[src/rtl/hazard_ctrl_pkg.sv]
// Shared types for the pipeline hazard controller: forwarding selects, FSM states, address/word
// types.
package hazard_ctrl_pkg;

  localparam int unsigned RegAddrW = 5;
  localparam int unsigned WordW    = 32;

  typedef logic [WordW-1:0]    word_t;
  typedef logic [RegAddrW-1:0] creg_addr_t;

  typedef enum logic [2:0] {
    Result,
    Wd,
    PCplus4,
    Sregwd,
    Rd
  } forward_t;

  typedef enum logic [1:0] {
    RUN,
    LU_STALL,
    MEM_WAIT
  } hazard_state_t;

endpackage

[src/rtl/hazard_ctrl_if.sv]
// Pipeline-to-hazard-controller bus: stage register indices, data-bus handshake, forwarding
// selects and stall/flush controls.
interface hazard_ctrl_if;
  import hazard_ctrl_pkg::*;

  creg_addr_t d_rs1, d_rs2;
  creg_addr_t e_rs1, e_rs2, e_rd;
  logic       e_memread;
  creg_addr_t m_rd;
  logic       m_regwrite, m_memread, m_link;
  creg_addr_t w_rd;
  logic       w_regwrite;
  word_t      w_wd;
  logic       dreq_valid, dresp_ok;

  forward_t   fwd_a, fwd_b;
  word_t      s_wd;
  logic       stall_fd, stall_e, stall_m, flush_e, flush_w;

  modport master (
    output d_rs1, d_rs2, e_rs1, e_rs2, e_rd, e_memread,
    output m_rd, m_regwrite, m_memread, m_link,
    output w_rd, w_regwrite, w_wd, dreq_valid, dresp_ok,
    input  fwd_a, fwd_b, s_wd, stall_fd, stall_e, stall_m, flush_e, flush_w
  );

  modport slave (
    input  d_rs1, d_rs2, e_rs1, e_rs2, e_rd, e_memread,
    input  m_rd, m_regwrite, m_memread, m_link,
    input  w_rd, w_regwrite, w_wd, dreq_valid, dresp_ok,
    output fwd_a, fwd_b, s_wd, stall_fd, stall_e, stall_m, flush_e, flush_w
  );

endinterface

[src/rtl/hazard_ctrl_fwd_select.sv]
// Priority forwarding select for one E-stage operand; purely combinational.
module hazard_ctrl_fwd_select
  import hazard_ctrl_pkg::*;
#(
  parameter int unsigned AddrW = RegAddrW
) (
  input  logic [AddrW-1:0] rs_i,
  input  logic [AddrW-1:0] m_rd_i,
  input  logic             m_regwrite_i,
  input  logic             m_memread_i,
  input  logic             m_link_i,
  input  logic [AddrW-1:0] w_rd_i,
  input  logic             w_regwrite_i,
  input  logic             sh_valid_i,
  input  logic [AddrW-1:0] sh_rd_i,
  output forward_t         sel_o
);

  always_comb begin
    sel_o = Rd;
    if (rs_i == '0) begin
      sel_o = Rd;
    end else if (m_regwrite_i && (m_rd_i == rs_i)) begin
      // An M-stage load has no result yet; fall back to the register file, never to older data.
      if (m_link_i) begin
        sel_o = PCplus4;
      end else if (!m_memread_i) begin
        sel_o = Result;
      end else begin
        sel_o = Rd;
      end
    end else if (w_regwrite_i && (w_rd_i == rs_i)) begin
      sel_o = Wd;
    end else if (sh_valid_i && (sh_rd_i == rs_i)) begin
      sel_o = Sregwd;
    end
  end

endmodule

[src/rtl/hazard_ctrl.sv]
// Hazard controller: load-use / memory-wait FSM, writeback shadow register and operand forwarding.
// Optional statistic counters are enabled with the HAZARD_STATS_EN macro.
module hazard_ctrl
  import hazard_ctrl_pkg::*;
#(
  parameter int unsigned REG_ADDR_W = RegAddrW
`ifdef HAZARD_STATS_EN
  ,
  parameter int unsigned CNT_W = 32
`endif
) (
  input  logic             clk,
  input  logic             reset,
  hazard_ctrl_if.slave     bus
`ifdef HAZARD_STATS_EN
  ,
  output logic [CNT_W-1:0] lu_stall_cnt,
  output logic [CNT_W-1:0] mem_stall_cnt,
  output logic [CNT_W-1:0] fwd_cnt
`endif
);

  hazard_state_t          state_q, state_d;
  logic                   sh_valid_q, sh_valid_d;
  logic [REG_ADDR_W-1:0]  sh_rd_q, sh_rd_d;
  word_t                  sh_data_q, sh_data_d;

  logic                   mem_wait_req, lu_hazard, mem_hold, w_hits_e;
  forward_t               fwd_a_sel, fwd_b_sel;

  always_comb begin
    mem_wait_req = bus.dreq_valid & ~bus.dresp_ok;
    lu_hazard    = bus.e_memread & (bus.e_rd != '0) &
                   ((bus.e_rd == bus.d_rs1) | (bus.e_rd == bus.d_rs2));
    state_d      = state_q;
    if (mem_wait_req) begin
      state_d = MEM_WAIT;
    end else begin
      case (state_q)
        RUN:     state_d = lu_hazard ? LU_STALL : RUN;
        default: state_d = RUN;
      endcase
    end
  end

  // A pending memory wait dominates and suppresses the load-use bubble.
  assign mem_hold     = mem_wait_req | (state_q == MEM_WAIT);
  assign bus.stall_fd = mem_hold | (state_q == LU_STALL);
  assign bus.stall_e  = mem_hold;
  assign bus.stall_m  = mem_hold;
  assign bus.flush_w  = mem_hold;
  assign bus.flush_e  = ~mem_hold & (state_q == LU_STALL);

  assign w_hits_e = bus.w_regwrite & (bus.w_rd != '0) &
                    ((bus.w_rd == bus.e_rs1) | (bus.w_rd == bus.e_rs2));

  always_comb begin
    sh_valid_d = sh_valid_q;
    sh_rd_d    = sh_rd_q;
    sh_data_d  = sh_data_q;
    if (!bus.stall_e) begin
      sh_valid_d = 1'b0;
    end else if (bus.flush_w && w_hits_e) begin
      sh_valid_d = 1'b1;
      sh_rd_d    = bus.w_rd;
      sh_data_d  = bus.w_wd;
    end
  end

  always_ff @(posedge clk) begin
    if (reset) begin
      state_q    <= RUN;
      sh_valid_q <= 1'b0;
      sh_rd_q    <= '0;
      sh_data_q  <= '0;
    end else begin
      state_q    <= state_d;
      sh_valid_q <= sh_valid_d;
      sh_rd_q    <= sh_rd_d;
      sh_data_q  <= sh_data_d;
    end
  end

  assign bus.s_wd = sh_data_q;

  hazard_ctrl_fwd_select #(
    .AddrW (REG_ADDR_W)
  ) u_fwd_a (
    .rs_i         (bus.e_rs1),
    .m_rd_i       (bus.m_rd),
    .m_regwrite_i (bus.m_regwrite),
    .m_memread_i  (bus.m_memread),
    .m_link_i     (bus.m_link),
    .w_rd_i       (bus.w_rd),
    .w_regwrite_i (bus.w_regwrite),
    .sh_valid_i   (sh_valid_q),
    .sh_rd_i      (sh_rd_q),
    .sel_o        (fwd_a_sel)
  );

  hazard_ctrl_fwd_select #(
    .AddrW (REG_ADDR_W)
  ) u_fwd_b (
    .rs_i         (bus.e_rs2),
    .m_rd_i       (bus.m_rd),
    .m_regwrite_i (bus.m_regwrite),
    .m_memread_i  (bus.m_memread),
    .m_link_i     (bus.m_link),
    .w_rd_i       (bus.w_rd),
    .w_regwrite_i (bus.w_regwrite),
    .sh_valid_i   (sh_valid_q),
    .sh_rd_i      (sh_rd_q),
    .sel_o        (fwd_b_sel)
  );

  assign bus.fwd_a = fwd_a_sel;
  assign bus.fwd_b = fwd_b_sel;

`ifdef HAZARD_STATS_EN
  logic [CNT_W-1:0] lu_cnt_q, lu_cnt_d;
  logic [CNT_W-1:0] mem_cnt_q, mem_cnt_d;
  logic [CNT_W-1:0] fwd_cnt_q, fwd_cnt_d;
  logic [1:0]       fwd_inc;
  logic [CNT_W:0]   fwd_sum;

  always_comb begin
    lu_cnt_d  = lu_cnt_q;
    mem_cnt_d = mem_cnt_q;
    if ((state_q == LU_STALL) && (lu_cnt_q != '1)) begin
      lu_cnt_d = lu_cnt_q + CNT_W'(1);
    end
    if ((state_q == MEM_WAIT) && (mem_cnt_q != '1)) begin
      mem_cnt_d = mem_cnt_q + CNT_W'(1);
    end
    fwd_inc   = {1'b0, fwd_a_sel != Rd} + {1'b0, fwd_b_sel != Rd};
    fwd_sum   = {1'b0, fwd_cnt_q} + {{(CNT_W - 1){1'b0}}, fwd_inc};
    fwd_cnt_d = fwd_sum[CNT_W] ? '1 : fwd_sum[CNT_W-1:0];
  end

  always_ff @(posedge clk) begin
    if (reset) begin
      lu_cnt_q  <= '0;
      mem_cnt_q <= '0;
      fwd_cnt_q <= '0;
    end else begin
      lu_cnt_q  <= lu_cnt_d;
      mem_cnt_q <= mem_cnt_d;
      fwd_cnt_q <= fwd_cnt_d;
    end
  end

  assign lu_stall_cnt  = lu_cnt_q;
  assign mem_stall_cnt = mem_cnt_q;
  assign fwd_cnt       = fwd_cnt_q;
`endif

endmodule

[src/flat_wrapper.sv]
// flat-port wrapper written by rule: the top's interface ports become plain ports
module hazard_ctrl_flat import hazard_ctrl_pkg::*;
#(
  parameter int unsigned REG_ADDR_W = RegAddrW

)
  (clk, reset, bus_d_rs1, bus_d_rs2, bus_e_rs1, bus_e_rs2, bus_e_rd, bus_e_memread, bus_m_rd, bus_m_regwrite, bus_m_memread, bus_m_link, bus_w_rd, bus_w_regwrite, bus_w_wd, bus_dreq_valid, bus_dresp_ok, bus_fwd_a, bus_fwd_b, bus_s_wd, bus_stall_fd, bus_stall_e, bus_stall_m, bus_flush_e, bus_flush_w);
  hazard_ctrl_if bus_i ();
  input  logic clk;
  input  logic reset;
  input wire logic [$bits(bus_i.d_rs1)-1:0] bus_d_rs1;
  input wire logic [$bits(bus_i.d_rs2)-1:0] bus_d_rs2;
  input wire logic [$bits(bus_i.e_rs1)-1:0] bus_e_rs1;
  input wire logic [$bits(bus_i.e_rs2)-1:0] bus_e_rs2;
  input wire logic [$bits(bus_i.e_rd)-1:0] bus_e_rd;
  input wire logic [$bits(bus_i.e_memread)-1:0] bus_e_memread;
  input wire logic [$bits(bus_i.m_rd)-1:0] bus_m_rd;
  input wire logic [$bits(bus_i.m_regwrite)-1:0] bus_m_regwrite;
  input wire logic [$bits(bus_i.m_memread)-1:0] bus_m_memread;
  input wire logic [$bits(bus_i.m_link)-1:0] bus_m_link;
  input wire logic [$bits(bus_i.w_rd)-1:0] bus_w_rd;
  input wire logic [$bits(bus_i.w_regwrite)-1:0] bus_w_regwrite;
  input wire logic [$bits(bus_i.w_wd)-1:0] bus_w_wd;
  input wire logic [$bits(bus_i.dreq_valid)-1:0] bus_dreq_valid;
  input wire logic [$bits(bus_i.dresp_ok)-1:0] bus_dresp_ok;
  output wire logic [$bits(bus_i.fwd_a)-1:0] bus_fwd_a;
  output wire logic [$bits(bus_i.fwd_b)-1:0] bus_fwd_b;
  output wire logic [$bits(bus_i.s_wd)-1:0] bus_s_wd;
  output wire logic [$bits(bus_i.stall_fd)-1:0] bus_stall_fd;
  output wire logic [$bits(bus_i.stall_e)-1:0] bus_stall_e;
  output wire logic [$bits(bus_i.stall_m)-1:0] bus_stall_m;
  output wire logic [$bits(bus_i.flush_e)-1:0] bus_flush_e;
  output wire logic [$bits(bus_i.flush_w)-1:0] bus_flush_w;
  assign bus_i.d_rs1 = bus_d_rs1;
  assign bus_i.d_rs2 = bus_d_rs2;
  assign bus_i.e_rs1 = bus_e_rs1;
  assign bus_i.e_rs2 = bus_e_rs2;
  assign bus_i.e_rd = bus_e_rd;
  assign bus_i.e_memread = bus_e_memread;
  assign bus_i.m_rd = bus_m_rd;
  assign bus_i.m_regwrite = bus_m_regwrite;
  assign bus_i.m_memread = bus_m_memread;
  assign bus_i.m_link = bus_m_link;
  assign bus_i.w_rd = bus_w_rd;
  assign bus_i.w_regwrite = bus_w_regwrite;
  assign bus_i.w_wd = bus_w_wd;
  assign bus_i.dreq_valid = bus_dreq_valid;
  assign bus_i.dresp_ok = bus_dresp_ok;
  assign bus_fwd_a = bus_i.fwd_a;
  assign bus_fwd_b = bus_i.fwd_b;
  assign bus_s_wd = bus_i.s_wd;
  assign bus_stall_fd = bus_i.stall_fd;
  assign bus_stall_e = bus_i.stall_e;
  assign bus_stall_m = bus_i.stall_m;
  assign bus_flush_e = bus_i.flush_e;
  assign bus_flush_w = bus_i.flush_w;
  hazard_ctrl #(.REG_ADDR_W(REG_ADDR_W)) u_core (.clk(clk), .reset(reset), .bus(bus_i));
endmodule
[config.mk]
export PLATFORM = sky130hd
export DESIGN_NAME = hazard_ctrl_flat
export DESIGN_NICKNAME = d
export VERILOG_FILES = /design/src/rtl/hazard_ctrl_pkg.sv /design/src/rtl/hazard_ctrl_if.sv /design/src/rtl/hazard_ctrl_fwd_select.sv /design/src/rtl/hazard_ctrl.sv /design/src/flat_wrapper.sv
export SDC_FILE = /design/constraint.sdc
export NUM_CORES = 1
export LEC_CHECK = 0
export ABC_CLOCK_PERIOD_IN_PS = 1900
export CAP_MARGIN = 25
export CORE_UTILIZATION = 41
export CTS_CLUSTER_SIZE = 40
export DETAILED_ROUTE_END_ITERATION = 16
export PLACE_DENSITY = 0.81
export SYNTH_ARGS = -nofsm -noshare
export SYNTH_HDL_FRONTEND = slang
export SYNTH_SLANG_ARGS = --single-unit
[constraint.sdc]
create_clock -name clk -period 1.9 [get_ports clk]
set_input_delay 0.38 -clock clk [delete_from_list [all_inputs] [get_ports clk]]
set_output_delay 0.38 -clock clk [all_outputs]
set_load 0.02 [all_outputs]
After elaboration in Yosys (flattened, before gate mapping)
Cells that the tools add are included.
Word-level totals
  bits in registers: 40
  output and inout bits: 43
Cells by class
  equal/unequal tests: 10
  muxes and demuxes: 13
  bitwise logic cells: 13
  reduce and logical (&&, ||, !) cells: 15
Operators with widths (number)
  $eq 5x5->1: 8
  $mux 3: 10
  $logic_not 5->1: 2
  $reduce_bool 5->1: 2
  $logic_and 1x1->1: 7
  $and 1x1->1: 6
  $mux 2: 2
  $or 1x1->1: 4
  $not 1->1: 3
  $reduce_or 3->1: 1
  $eq 2x1->1 const B: 1
  $eq 2x2->1 const B: 1
  $logic_not 2->1: 1
  $reduce_and 2->1: 1
  $reduce_or 2->1: 1
  $mux 1: 1

Longest topological paths before layout
Gate-level depths: netlist of the first run.
  word-level depth: 6
  gate-level depth with buffers: 7
  depth with buffers taken out: 5

Modules after synthesis
Synthesis of the first run repeated with hierarchy kept, for this count alone.
Second synthesis, totals
  cells, all modules: 270
  area total of the unflattened synthesis: 2499.9 um2
Modules (own cells, without submodules)
  hazard_ctrl: instances 1, cells an instance 208, area an instance 2039.5 um2, sequential area each 800.8 um2
  hazard_ctrl_fwd_select: instances 2, cells an instance 31, area an instance 230.2 um2, sequential area each 0.0 um2

Worst setup path before layout of the first run
Ideal clock, no wire load.
  path type: input -> output
  start point: input port bus_e_rs2[4]
  end point: output port bus_fwd_b[1]
  arrival: 1654 ps
  required time: 1520 ps
  path slack: -134 ps
  cell stages on the path: 5
  buffers on the path: 0
  path through: xor2_1 nor4_1 and3_1 or3b_1 a21oi_1
Between the ends
  word-level cells in the longest chain between the ends: 6
  elaborated cells on any way between the ends: 11
Ends and longest elaborated chain
  start, declared: line flat_wrapper.sv:14  | input wire logic [$bits(bus_i.e_rs2)-1:0] bus_e_rs2;
  $eq 5x5->1: line hazard_ctrl_fwd_select.sv:34  | end else if (sh_valid_i && (sh_rd_i == rs_i)) begin
  $logic_and 1x1->1: line hazard_ctrl_fwd_select.sv:34
  $mux 3: line hazard_ctrl_fwd_select.sv:34
  $mux 3: line hazard_ctrl_fwd_select.sv:32  | end else if (w_regwrite_i && (w_rd_i == rs_i)) begin
  $mux 3: line hazard_ctrl_fwd_select.sv:23  | end else if (m_regwrite_i && (m_rd_i == rs_i)) begin
  $mux 3 *: line hazard_ctrl_fwd_select.sv:21  | if (rs_i == '0) begin
  end, declared: line flat_wrapper.sv:27  | output wire logic [$bits(bus_i.fwd_b)-1:0] bus_fwd_b;
Mark *: on every way between the ends. The rest lies on a longest branch, timed or not.

Final worst setup path of the first run
  start point: register u_core.sh_rd_q[3]
  end point: output port bus_fwd_a[1]
Between the ends
  word-level cells in the longest chain between the ends: 6
Ends and longest elaborated chain
  start, declared: line hazard_ctrl.sv:25  | logic [REG_ADDR_W-1:0] sh_rd_q, sh_rd_d;
  start signal, assigned: line hazard_ctrl.sv:79  | sh_rd_q <= sh_rd_d;
  $eq 5x5->1: line hazard_ctrl_fwd_select.sv:34
  $logic_and 1x1->1: line hazard_ctrl_fwd_select.sv:34
  $mux 3: line hazard_ctrl_fwd_select.sv:34
  $mux 3: line hazard_ctrl_fwd_select.sv:32
  $mux 3: line hazard_ctrl_fwd_select.sv:23
  $mux 3: line hazard_ctrl_fwd_select.sv:21
  end, declared: line flat_wrapper.sv:26  | output wire logic [$bits(bus_i.fwd_a)-1:0] bus_fwd_a;
No other way between the ends.

==> results.py, run 1 <==
metrics = {
    "floorplanning": {
        "initial_core_util_pct": 43.1,
        "die_y_um": 78.6,
        "rows": 27,
        "die_x_um": 78.6,
        "pin_count": 119,
        "die-area_um2": 6170,
        "core-area_um2": 5570,
    },
    "logic_synthesis": {
        "netlist_instances": 260,
        "synth-warning-count": 0,
        "yosys.area_share.adder_pct": 0,
        "synth_top_area_share_pct": 33.3,
        "syn_area_um2": 2400,
        "yosys.area_share.xor_xnor_pct": 14.6,
        "ys_seq_area_share_pct": 33.3,
        "synth_top_family_by_area": "simple AND/OR/NAND/NOR gates",
        "synth-seq-cells": 40,
        "synth_area_per_cell_um2": 9.24,
        "synthTopCellsByArea": "dfxtp_1 (33%), nand2b_1 (20%), mux2i_1 (15%)",
        "synthDistinctLibCells": 31,
        "syn_nets": 336,
        "synth_simple_gate_area_share_pct": 29.1,
        "yosys-mux-area-fraction_pct": 15.4,
        "synth-compound-area-share_pct": 3.49,
        "yosys.area.top_type": "dfxtp_1",
    },
    "clocking": {
        "cts-root-buf": "clkbuf_8",
        "h-tree-depth": 2,
        "clock_path_buffers": 2,
        "clock_latency_ps": 290,
        "holdBufCountCts": 0,
        "tritoncts": "built",
        "cts.sinks": 40,
        "cts_made_buffers": 5,
        "cts.clk_slew.worst_paths_ps": 80,
    },
    "setup_path": {
        "crit_arrival_ps": 2000,
        "cpMaxStageDelayCell": "or3b_4",
        "r2r_cells": 8,
        "endpoint_kind": "primary output",
        "critPathMaxStageDelay_ps": 390,
        "crit_type": "reg2out",
        "r2r-end": "u_core.bus.s_wd[23]$_SDFFE_PP0P_",
        "r2r-start": "u_core.state_q[1]$_SDFF_PP0_",
        "critical_path.startpoint_type": "flip-flop",
        "rrSetupSlack_ps": 180,
        "critPathRequiredTime_ps": 1520,
        "crit_chain": "xor2_1, nor4_2, and3_1, or3b_4, a21oi_4, buf_6",
        "worst-path-max-fanout": 3,
    },
    "placed_design": {
        "hpwl_um": 5160,
        "portBuffers": 118,
        "place_inst": 473,
        "dpl_cell_area_um2": 3920,
        "gp_congestion": 0.900,
    },
    "layout": {
        "syn2layout_area_growth_pct": 72.5,
        "final_util_pct": 74.4,
        "final_cell_mix": "clkdlybuf4s50_1 (87), nand2b_1 (74), mux2i_1 (37), dfxtp_1 (37), buf_4 (36)",
        "final_cell_area_um2": 4150,
        "mostFrequentLayoutCell": "clkdlybuf4s50_1",
        "insertedDiodeCount": 0,
        "final-instance-count-excl-fill": 486,
        "drive_gt1_share_pct": 21.0,
        "layout.nets": 489,
    },
    "min_path": {
        "worstHoldStart": "u_core.bus.s_wd[31]$_SDFFE_PP0P_",
        "hp-class": "reg2reg",
        "min_to": "u_core.bus.s_wd[31]$_SDFFE_PP0P_",
        "worstHoldPathCells": 2,
    },
    "sta": {
        "finalCriticalPeriod_ps": 2380,
        "layout_setup_ws_ps": -479,
        "timing_hold_violations_final": 0,
        "whs_ps": 474,
        "period_share_pct": 125,
        "setup_tns_ps": -2360,
        "finClkSkew_ps": 2.21,
        "slew_headroom_pct": 81.3,
        "report.final.slew_viol_count": 0,
        "tightest_slew_ps": 278,
        "max_freq_mhz": 420,
        "setup_viol_count_final": 7,
        "rsz0062_at_grt": "true",
    },
    "pwr": {
        "p_int_w": 0.00141,
        "peakVddDrop_mv": 0.330,
        "power.density_nw_per_um2": 458,
        "comb_power_share_pct": 24.2,
        "p_clk_share_pct": 30.9,
        "switching_share_pct": 25.4,
        "p_seq_share_pct": 44.9,
        "p_switching_w": 0.000483,
        "leakagePower_nw": 1.62,
    },
    "outcome": {
        "violations": "negative setup slack",
        "outcome": "finished with violations",
    },
    "routing": {
        "first_iter_violations": 68,
        "post_drt_via_cell_ratio": 4.81,
        "routed_wl_um": 7090,
        "drcViolationCount": 0,
        "vias": 2337,
        "avgRoutedWirePerCell_um": 14.6,
        "first_pass_iters": 4,
        "drtAntennaViolNets": 0,
    },
    "global_route": {
        "grt_max_degree": 40,
        "grt_pass1_wl_um": 10900,
        "grt_use_total_pct": 22.5,
        "grt_pass1_vias": 2330,
        "grt_overflow": 0,
        "antenna_found_initial": 0,
    },
    "job": {
        "maxCapViolations": 0,
    },
}
==> power by group through the flow <==
stage | combinational [W] | sequential (W) | clock [W]
after global placement | 0.000448 | 0.000870 | 0
after global routing | 0.000494 | 0.000852 | 0.000633
after CTS | 0.000446 | 0.000851 | 0.000605
final | 0.000459 | 0.000851 | 0.000586
after detailed placement | 0.000454 | 0.000871 | 0
after floorplan | 0.000168 | 0.000877 | 0
==> critical path, delay by kind of cell, from the launching register on <==
kind / cells / cell delay (ps)
buf+inv: 1 / 120
compound gates: 1 / 130
xor+xnor: 1 / 170
simple gates: 3 / 920
flops: 1 / 360
==> metrics by stage <==
stage / power [W] / worst slack (ps)
6_report: 0.00190 / -479
5_1_grt: 0.00198 / -569
4_1_cts: 0.00190 / -530
3_5_place_dp: 0.00132 / -1230
3_3_place_gp: 0.00132 / -1120
2_1_floorplan: 0.00105 / -4.99
==> flip-flops by register name, indices dropped and copies added, names as in the netlist <==
name,cells
u_core.bus.s_wd,32
u_core.sh_rd_q,5
u_core.state_q,2
u_core.sh_valid_q,1
==> layer usage <==
metal	vias to the layer above	wire length [um]	GRT usage [%]
met5	-	0	0
met4	0	179	9.63
met3	13	499	5.58
met2	91	3520	39.3
met1	1066	2900	25.8
li1	1167	-	-
==> kinds of logic (layout without fill, tap and decap cells) <==
logic type | after synthesis | in the layout
AO/OA/AOI/OAI | 11 | 11
XOR/XNOR | 40 | 40
buffers and inverters | 16 | 170
flip-flops | 40 | 40
multiplexers | 37 | 37
AND/OR/NAND/NOR | 116 | 116
==> worst max-delay path by stage <==
stage,cells past startpoint,slack (ps),end,start
floorplan,5,-5,bus_fwd_b[1],bus_e_rs2[4]
global placement,7,-1120,bus_fwd_a[1],bus_e_rs1[1]
detailed placement,7,-1230,bus_fwd_a[1],bus_e_rs1[1]
CTS,7,-530,bus_fwd_a[1],bus_e_rs1[4]
global route,7,-570,bus_fwd_b[1],u_core.sh_rd_q[1]$_SDFFE_PP0P_
finish,6,-480,bus_fwd_a[1],u_core.sh_rd_q[3]$_SDFFE_PP0P_
==> cell type report <==
| class | instances | area (um^2) |
|---|---|---|
| repair buffers | 160 | 1530 |
| clock inverters | 2 | 10.0 |
| multi-input cells | 204 | 1620 |
| flip-flops and latches | 40 | 805 |
| well taps | 72 | 90.1 |
| fillers | 437 | 1430 |
| inverters | 2 | 7.51 |
| clock buffers | 6 | 82.6 |
==> what timing repair did <==
item                       4_1_cts  5_1_grt
resized for setup               93       10
pin swaps                       11       10
buffers inserted                 1        3
gates cloned                     0        2
setup endpoints to repair       48       11
==> Yosys cell counts (all sizes together) <==
master and number:
or4 4, nor2 6, xnor2 13, nor2b 1, and3 6, or2 1, xor2 27, mux2i 37
nor4 4, a21oi 4, clkbuf 8, nand2b 75, or3b 2, nand2 4, o211ai 2, a211o 2
nor4b 1, a21o 1, nor3 8, inv 2, o21ai 1, buf 6, dfxtp 40, nand3 3
o21ba 1, and2 1
No activity file was read; power rests on OpenSTA's default activity.
==> inputs of run 2 (changes only) <==
- CTS_CLUSTER_SIZE: 40 -> 30
==> results of run 2 <==
Final layout, timing and power as in run 1 (identical DEF).
==> inputs of run 3 (changes only) <==
- ABC_CLOCK_PERIOD_IN_PS: 1900 -> 2100
- CELL_PAD_IN_SITES_DETAIL_PLACEMENT: not set -> 1
- CELL_PAD_IN_SITES_GLOBAL_PLACEMENT: not set -> 1
- CORE_UTILIZATION: 41 -> 26
- CTS_CLUSTER_DIAMETER: not set -> 150
- PLACE_DENSITY: 0.81 -> not set
- PLACE_DENSITY_LB_ADDON: not set -> 0.1
- clock period: 1.9 -> 2.1 ns (I/O delays scaled with it)
==> results.py, run 3 (synthesis results as in run 1) <==
metrics = {
    "outcome": {
        "outcome": "finished with violations",
        "violations": "design-rule violations, negative setup slack",
    },
    "layout": {
        "syn2layout_area_growth_pct": 70.8,
        "layout.nets": 482,
        "drive_gt1_share_pct": 17.9,
        "final_cell_mix": "clkdlybuf4s50_1 (86), nand2b_1 (74), dfxtp_1 (38)",
        "mostFrequentLayoutCell": "clkdlybuf4s50_1",
        "largest_reg_flops": 32,
        "insertedDiodeCount": 0,
        "final_cell_area_um2": 4110,
        "final-instance-count-excl-fill": 515,
    },
    "routing": {
        "drcViolationCount": 5,
        "routed_wl_um": 7320,
        "drtAntennaViolNets": 0,
        "first_pass_iters": 12,
        "vias": 2339,
        "post_drt_via_cell_ratio": 4.54,
        "first_iter_violations": 33,
        "avgRoutedWirePerCell_um": 14.2,
    },
    "floorplanning": {
        "core-area_um2": 8850,
        "die_y_um": 98.2,
        "die-area_um2": 9630,
        "pin_count": 119,
        "die_x_um": 98.2,
        "initial_core_util_pct": 27.2,
        "rows": 34,
    },
    "sta": {
        "finClkSkew_ps": 9.93,
        "timing_hold_violations_final": 0,
        "layout_setup_ws_ps": -414,
        "tightest_slew_ps": 557,
        "report.final.slew_viol_count": 0,
        "setup_tns_ps": -1570,
        "period_share_pct": 120,
        "finalCriticalPeriod_ps": 2510,
        "setup_viol_count_final": 6,
        "slew_headroom_pct": 62.9,
        "max_freq_mhz": 398,
        "rsz0062_at_grt": "true",
    },
    "placed_design": {
        "place_inst": 505,
        "dpl_cell_area_um2": 3910,
        "place_ws_ps": -1100,
        "hpwl_um": 5670,
        "portBuffers": 118,
        "gp_congestion": 0.764,
    },
    "global_route": {
        "grt_pass1_vias": 2544,
        "grt_use_total_pct": 15.5,
        "grt_max_degree": 44,
        "grt_overflow": 0,
        "grt_pass1_wl_um": 11900,
        "antenna_found_initial": 0,
    },
    "setup_path": {
        "endpoint_kind": "primary output",
        "critPathRequiredTime_ps": 1680,
        "crit_start": "u_core.sh_rd_q[3]$_SDFFE_PP0P_",
        "r2r-start": "u_core.state_q[1]$_SDFF_PP0_",
        "worst-path-max-fanout": 3,
        "crit_arrival_ps": 2090,
        "crit_type": "reg2out",
        "critical_path.startpoint_type": "flip-flop",
    },
    "clocking": {
        "cts.sinks": 40,
        "clock_path_buffers": 2,
        "holdBufCountCts": 0,
        "tritoncts": "built",
        "cts.clk_slew.worst_paths_ps": 90,
        "clock_latency_ps": 300,
        "h-tree-depth": 2,
        "cts-root-buf": "clkbuf_8",
        "cts_made_buffers": 5,
    },
    "pwr": {
        "p_int_w": 0.00140,
        "p_switching_w": 0.000477,
        "p_seq_share_pct": 41.0,
        "comb_power_share_pct": 21.8,
        "p_clk_share_pct": 37.2,
        "switching_share_pct": 25.4,
        "peakVddDrop_mv": 0.346,
        "leakagePower_nw": 1.59,
        "power.density_nw_per_um2": 457,
    },
    "job": {
        "maxCapViolations": 0,
    },
    "min_path": {
        "worstHoldStart": "u_core.bus.s_wd[31]$_SDFFE_PP0P_",
        "hp-class": "reg2reg",
    },
}
[run 3: layout make-up]
cell class	instances	area [um^2]
well taps	108	135
clock buffers	6	82.6
clock inverters	2	38.8
inverters	2	7.51
repair buffers	153	1440
fillers	1050	4740
flip-flops and latches	40	806
multi-input cells	204	1600
[run 3: worst max-delay path: stages (launching register included)]
cell     delay [ps]
dfxtp_1         360
xor2_1          190
nor4_2          330
and3_1          230
or3b_4          380
a21oi_2         150
buf_4           150
[run 3: what timing repair did]
action	CTS	global route
gates resized for setup	77	15
buffers inserted	2	1
gates cloned	0	0
endpoints found under the setup margin	11	7
pin swaps	14	7
[run 3: path summary, 6_finish.rpt]
check                                                   endpoint  depth (start not counted)  slack, ps
worst max-delay path                                bus_fwd_a[1]                          6       -410
worst min-delay path            u_core.bus.s_wd[31]$_SDFFE_PP0P_                          2        480
worst max register to register  u_core.bus.s_wd[28]$_SDFFE_PP0P_                          7        420
worst min register to register  u_core.bus.s_wd[31]$_SDFFE_PP0P_                          2        480
[run 3: power groups by stage]
stage                     logic [W]  clock network [W]  registers [W]
final                      0.000409           0.000699       0.000769
after floorplan            0.000152                  0       0.000794
after global routing       0.000445           0.000761       0.000770
after CTS                  0.000410           0.000725       0.000770
after detailed placement   0.000414                  0       0.000788
after global placement     0.000409                  0       0.000787
[run 3: metrics by stage]
stage	hold slack, ps	utilization [%]	total power, W
after floorplan	484	-	0.000945
after global placement	458	44.2	0.00120
after detailed placement	465	44.2	0.00120
after CTS	484	46.1	0.00191
after global routing	498	46.4	0.00198
final	478	46.4	0.00188
[run 3: per-layer routing]
layer  vias to the layer above  part of all wire [%]  global-route usage (%)  wire length, um
met3                        11                   7.1                    4.58              522
met4                         0                   1.7                    4.82              126
met5                         -                     0                       0                0
met1                      1100                    42                    17.2             3100
met2                        76                    49                    28.5             3580
li1                       1152                     -                       -                -
